### src/rtl/cpu_mem_arbiter.sv
// cpu_mem_arbiter: shares one single-ported memory between the CPU instruction
// fetch port (I) and its load/store port (D). D normally wins contention, but a
// starvation counter forces I through after MAX_STARVE consecutive D grants made
// while I was waiting. Every access runs IDLE -> BUSY -> DONE, so each requester
// sees one registered ack pulse. An access the memory never acknowledges is
// aborted after TIMEOUT busy cycles and completes with err set.
module cpu_mem_arbiter #(
    parameter int AW         = 32,
    parameter int DW         = 32,
    parameter int MAX_STARVE = 4,
    parameter int TIMEOUT    = 16
) (
    input  logic          clk,
    input  logic          resetn,
    // instruction fetch port
    input  logic          i_req,
    input  logic [AW-1:0] i_addr,
    output logic          i_ack,
    output logic [DW-1:0] i_rdata,
    output logic          i_err,
    // load/store port
    input  logic          d_req,
    input  logic          d_we,
    input  logic [AW-1:0] d_addr,
    input  logic [DW-1:0] d_wdata,
    output logic          d_ack,
    output logic [DW-1:0] d_rdata,
    output logic          d_err,
    // memory port
    output logic          mem_req,
    output logic          mem_we,
    output logic [AW-1:0] mem_addr,
    output logic [DW-1:0] mem_wdata,
    input  logic [DW-1:0] mem_rdata,
    input  logic          mem_ack,
    // debug
    output logic [1:0]    owner
);

    localparam int SW = (MAX_STARVE > 0) ? $clog2(MAX_STARVE + 1) : 1;
    localparam int WW = (TIMEOUT > 1) ? $clog2(TIMEOUT) : 1;
    localparam logic [SW-1:0] STARVE_MAX = SW'(MAX_STARVE);
    // Last busy cycle count at which a missing mem_ack turns into an abort.
    localparam logic [WW-1:0] WAIT_LAST  = (TIMEOUT > 0) ? WW'(TIMEOUT - 1) : '0;

    localparam logic [1:0] OWN_NONE = 2'b00;
    localparam logic [1:0] OWN_I    = 2'b01;
    localparam logic [1:0] OWN_D    = 2'b10;

    typedef enum logic [1:0] {
        IDLE = 2'b00,
        BUSY = 2'b01,
        DONE = 2'b10
    } state_t;

    state_t        state, state_nxt;
    logic [SW-1:0] starve_cnt, starve_nxt;
    logic [WW-1:0] wait_cnt, wait_nxt;
    logic          grant_i;

    logic          mem_req_nxt, mem_we_nxt;
    logic [AW-1:0] mem_addr_nxt;
    logic [DW-1:0] mem_wdata_nxt;
    logic          i_ack_nxt, d_ack_nxt, i_err_nxt, d_err_nxt;
    logic [DW-1:0] i_rdata_nxt, d_rdata_nxt;
    logic [1:0]    owner_nxt;

    // State register.
    // NOTE: sequential state uses non-blocking (<=) so every flop samples the
    // values from before the edge, independent of block evaluation order.
    always_ff @(posedge clk or negedge resetn) begin
        if (!resetn) state <= IDLE;
        else         state <= state_nxt;
    end

    // Next state, arbitration and next values of every registered output.
    always_comb begin
        // NOTE: every signal gets a default before the case so no path leaves
        // one unassigned, which would otherwise infer a latch.
        state_nxt     = state;
        starve_nxt    = starve_cnt;
        wait_nxt      = wait_cnt;
        grant_i       = 1'b0;
        mem_req_nxt   = mem_req;
        mem_we_nxt    = mem_we;
        mem_addr_nxt  = mem_addr;
        mem_wdata_nxt = mem_wdata;
        owner_nxt     = owner;
        i_ack_nxt     = 1'b0;
        d_ack_nxt     = 1'b0;
        i_err_nxt     = 1'b0;
        d_err_nxt     = 1'b0;
        i_rdata_nxt   = i_rdata;
        d_rdata_nxt   = d_rdata;

        case (state)
            IDLE: begin
                if (i_req || d_req) begin
                    // D has priority unless I has already been passed over
                    // MAX_STARVE times in a row.
                    grant_i = i_req && (!d_req || (starve_cnt == STARVE_MAX));
                    if (grant_i) begin
                        mem_we_nxt    = 1'b0;
                        mem_addr_nxt  = i_addr;
                        mem_wdata_nxt = '0;
                        owner_nxt     = OWN_I;
                        starve_nxt    = '0;
                    end else begin
                        mem_we_nxt    = d_we;
                        mem_addr_nxt  = d_addr;
                        mem_wdata_nxt = d_wdata;
                        owner_nxt     = OWN_D;
                        if (i_req && (starve_cnt != STARVE_MAX))
                            starve_nxt = starve_cnt + SW'(1);
                    end
                    mem_req_nxt = 1'b1;
                    wait_nxt    = '0;
                    state_nxt   = BUSY;
                end
            end

            BUSY: begin
                if (mem_ack) begin
                    mem_req_nxt = 1'b0;
                    if (owner == OWN_I) begin
                        i_ack_nxt   = 1'b1;
                        i_rdata_nxt = mem_rdata;
                    end else begin
                        d_ack_nxt = 1'b1;
                        if (!mem_we) d_rdata_nxt = mem_rdata;
                    end
                    state_nxt = DONE;
                end else if ((TIMEOUT != 0) && (wait_cnt == WAIT_LAST)) begin
                    // Memory never answered: complete the access with err and
                    // leave the requester's read data untouched.
                    mem_req_nxt = 1'b0;
                    if (owner == OWN_I) begin
                        i_ack_nxt = 1'b1;
                        i_err_nxt = 1'b1;
                    end else begin
                        d_ack_nxt = 1'b1;
                        d_err_nxt = 1'b1;
                    end
                    state_nxt = DONE;
                end else begin
                    wait_nxt = wait_cnt + WW'(1);
                end
            end

            DONE: begin
                // Single ack cycle; requests and stray mem_ack are ignored here.
                owner_nxt = OWN_NONE;
                state_nxt = IDLE;
            end

            default: begin
                owner_nxt   = OWN_NONE;
                mem_req_nxt = 1'b0;
                state_nxt   = IDLE;
            end
        endcase
    end

    // Counters and registered outputs; reset clears every one of them so an
    // access interrupted by reset leaves no request or ack behind.
    always_ff @(posedge clk or negedge resetn) begin
        if (!resetn) begin
            starve_cnt <= '0;
            wait_cnt   <= '0;
            mem_req    <= 1'b0;
            mem_we     <= 1'b0;
            mem_addr   <= '0;
            mem_wdata  <= '0;
            owner      <= OWN_NONE;
            i_ack      <= 1'b0;
            d_ack      <= 1'b0;
            i_err      <= 1'b0;
            d_err      <= 1'b0;
            i_rdata    <= '0;
            d_rdata    <= '0;
        end else begin
            starve_cnt <= starve_nxt;
            wait_cnt   <= wait_nxt;
            mem_req    <= mem_req_nxt;
            mem_we     <= mem_we_nxt;
            mem_addr   <= mem_addr_nxt;
            mem_wdata  <= mem_wdata_nxt;
            owner      <= owner_nxt;
            i_ack      <= i_ack_nxt;
            d_ack      <= d_ack_nxt;
            i_err      <= i_err_nxt;
            d_err      <= d_err_nxt;
            i_rdata    <= i_rdata_nxt;
            d_rdata    <= d_rdata_nxt;
        end
    end

endmodule
### config.mk
export PLATFORM = sky130hd
export DESIGN_NAME = cpu_mem_arbiter
export DESIGN_NICKNAME = d
export VERILOG_FILES = /design/src/rtl/cpu_mem_arbiter.sv
export SDC_FILE = /design/constraint.sdc
export NUM_CORES = 1
export LEC_CHECK = 0
export CELL_PAD_IN_SITES_DETAIL_PLACEMENT = 1
export CELL_PAD_IN_SITES_GLOBAL_PLACEMENT = 1
export CORE_UTILIZATION = 34
export DETAILED_ROUTE_END_ITERATION = 12
export PLACE_DENSITY = 0.82
export SYNTH_ARGS = -nofsm -noshare
export SYNTH_HDL_FRONTEND = slang
export SYNTH_SLANG_ARGS = --single-unit
### constraint.sdc
create_clock -name clk -period 3.6 [get_ports clk]
set_input_delay 0.36 -clock clk [delete_from_list [all_inputs] [get_ports clk]]
set_output_delay 0.36 -clock clk [all_outputs]
set_load 0.03 [all_outputs]
==> metrics.md <==
| Metric | Value |
|---|---|
| Post-synth top area share | 0.632 |
| Critical path class | flop to flop |
| Clk Latency, worst-skew pair | 420 ps |
| Number of setup violations in the final report | 0 |
| Remaining DRCs | 0 |
| Vias in the first global route | 5,068 |
| Multi-input gate area | 1950 um^2 |
| Netlist cell types | 38 |
| Post_cts resized | 0 |
| Post-synth EDFFs | 0 |
| Vias | 4,557 |
| Clk buf depth | 2 |
| GRT met3 Usage | 0.0673 |
| Max Cap Viol | 0 |
| Worst-path clk slew | 70 ps |
| Rel. slew slack | 0.429 |
| Hold Buf Count CTS | 0 |
| M2 GR Usage | 0.343 |
| DRT iter0 DRCs | 175 |
| Inserted Diodes | 0 |
| Syn Inst Count | 395 |
| Port buffer count | 269 |
| Clock root buffer master | clkbuf_16 |
| CP Capture Type | flop |
| Detail Route Antenna Nets | 0 |
| H-tree levels | 4 |
| Largest net degree at the start of global routing | 95 |
| Mean Syn Cell Area | 14.5 um^2 |
| Fin. max-slew vios | 0 |
| Place WS | 1080 ps |
| Area growth syn-to-layout | 60.4% |
| Area contributors post-synth | dfrtp_1 (63%), mux2_2 (12%), a22o_1 (5.0%) |
| Synth top cells by count | dfrtp_1 (145), mux2_2 (59), a22o_1 (33), nor3b_1 (33), a221o_1 (22) |
| Pwr Density | 1000 nW/um^2 |
| Initial antenna violation count | 0 |
| Post-route clock period utilization | 0.576 |
| Final WS setup | 1530 ps |
| Crit start category | flop |
| CP required | 3900 ps |
| DP HPWL | 12,700 um |
| Most numerous cell in the Yosys netlist | dfrtp_1 |
| Core area | 16,500 um^2 |
| Post-Syn Area | 5740 um^2 |
| Synth Register Bits | 145 |
| Sum of negative setup slack | 0 ps |
| Slowest-stage cell, CP | or3b_1 |
| Gr ovfl total | 0 |
| GRT busiest layer | met2 |
| Clk sinks | 145 |
| Syn_nets | 532 |
| Fill cells | 1,622 |
| Min-Delay Path Class | input pin to asynchronous set/reset pin |
| Layout cells sized above 1 | 0.173 |
| Rows | 47 |
| Share of flip-flops with an asynchronous set or reset | 1.00 |
| RSZ-0062 raised after global routing | false |
| CP Max Fanout | 24 |
| CP Cell Sequence | or3b_1 > buf_4 > nor3b_1 > a221o_2 |
| DR pass1 iterations | 5 |
| CP Buf/Inv Count | 1 |
| Final setup skew | 11.6 ps |
| Die area | 17,400 um^2 |
| Final Hold Fails | 0 |
| TritonCTS clock tree | yes |
| GPL Wtd Cong | 0.816 |
| First-pass GRT wire length | 27,800 um |
| Status | finished, final reports clean |
| Total wire length | 17,400 um |
| Gr usage total | 0.207 |
| Arrival @ worst endpoint | 2380 ps |
| NumNets Final | 800 |
| Cts bufs inserted | 17 |
| IO Pins | 270 |
| Worst-Margin Slew | 856 ps |
| Peak supply drop | 427 uV |
| # Post-CTS Setup Buffers | 0 |
| Top FF cell, synth | dfrtp_1 |
| Met1 Usage GRT | 0.248 |
| CP top delay family | simple AND/OR/NAND/NOR gates |
| Min Tclk post-route | 2070 ps |
| Routed len/inst | 19.4 um |
| Die height | 132 um |
| CP peak stage delay | 710 ps |
| Sequential share of the synthesized area | 0.632 |
| Synthesis warning total | 0 |
| P_leak | 3.84 nW |
| Starting Density | 0.347 |
| Reg area | 3630 um^2 |
| DIE WIDTH | 132 um |
| Vias per cell | 5.09 |
| Max Freq | 0.482 GHz |
| Yosys top cell by area | dfrtp_1 |
-- worst paths after layout --
| path | startpoint | to | slack [ps] | cells after the start |
|---|---|---|---|---|
| setup / recovery | state[0]$_DFFE_PN0P_ | mem_addr[4]$_DFFE_PN0P_ | 1530 | 4 |
| max in group asynchronous | resetn | mem_wdata[22]$_DFFE_PN0P_ | 2760 | 2 |
| setup reg to reg | state[0]$_DFFE_PN0P_ | mem_addr[4]$_DFFE_PN0P_ | 1530 | 4 |
| hold / removal | resetn | d_rdata[14]$_DFFE_PN0P_ | 20 | 1 |
| hold reg to reg | i_rdata[30]$_DFFE_PN0P_ | i_rdata[30]$_DFFE_PN0P_ | 480 | 1 |
| min in group clk | i_rdata[30]$_DFFE_PN0P_ | i_rdata[30]$_DFFE_PN0P_ | 480 | 1 |
-- worst reg2reg max path: cells and delay by family (launching register included) --
| family | cells | cell delay, ps |
|---|---|---|
| AND/OR/NAND/NOR | 2 | 790 |
| flip-flops | 1 | 530 |
| buffers and inverters | 1 | 330 |
| AO/OA/AOI/OAI | 1 | 310 |
-- metal layers --
layer	share of wire	routed length (um)
met1	0.40	6930
met2	0.49	8590
met3	0.082	1430
met4	0.024	418
met5	0	0
-- layout make-up --
type | instances | area share
flip-flops and latches | 145 | 0.394
repair buffers | 277 | 0.301
multi-input cells | 215 | 0.212
clock buffers | 18 | 0.0477
well taps | 220 | 0.0299
clock inverters | 14 | 0.0128
inverters | 7 | 0.00285
-- sequential cells by signal, summed over array words and instances (netlist names) --
signal	cells
owner	2
mem_wdata	32
i_err	1
d_rdata	32
i_ack	1
mem_req	1
d_err	1
d_ack	1
state	2
mem_addr	32
starve_cnt	3
mem_we	1
wait_cnt	4
i_rdata	32
-- per-stage QoR --
stage / hold slack [ps] / utilization / instance area (um^2) / power (mW) / instances
floorplan: 64.4 / - / 5740 / 5.53 / 395
global placement: 466 / 0.523 / 8650 / 7.46 / 864
detailed placement: 474 / 0.523 / 8650 / 7.63 / 864
CTS: 54.8 / 0.557 / 9210 / 9.33 / 896
global route: 89.4 / 0.557 / 9210 / 9.68 / 896
finish: 18.1 / 0.557 / 9210 / 9.23 / 896
-- power breakdown --
part           internal (mW)  total [mW]  switching, mW
sequential              2.41        2.91          0.499
clock                  0.921        1.65          0.734
combinational           2.12        4.67           2.55
-- cell families after synthesis --
| logic type | after synthesis | synth area share |
|---|---|---|
| multiplexers | 65 | 0.127 |
| AO/OA/AOI/OAI | 83 | 0.129 |
| adder cells (fa/ha/maj) | 3 | 0.00654 |
| flip-flops | 145 | 0.632 |
| buffers and inverters | 35 | 0.0325 |
| AND/OR/NAND/NOR | 64 | 0.0726 |
-- placed cells by master (no fill, tap or decap), types with 8 or more instances in the layout --
cell             Yosys  routed
a221o_2             10      10
a22o_1              33      33
inv_6                0       8
mux2_2              59      59
a221o_1             22      22
clkbuf_16            0      17
dfrtp_1            145     145
clkdlybuf4s50_1      0     268
nor3b_1             33      33
(Power assumes the default switching activity.)
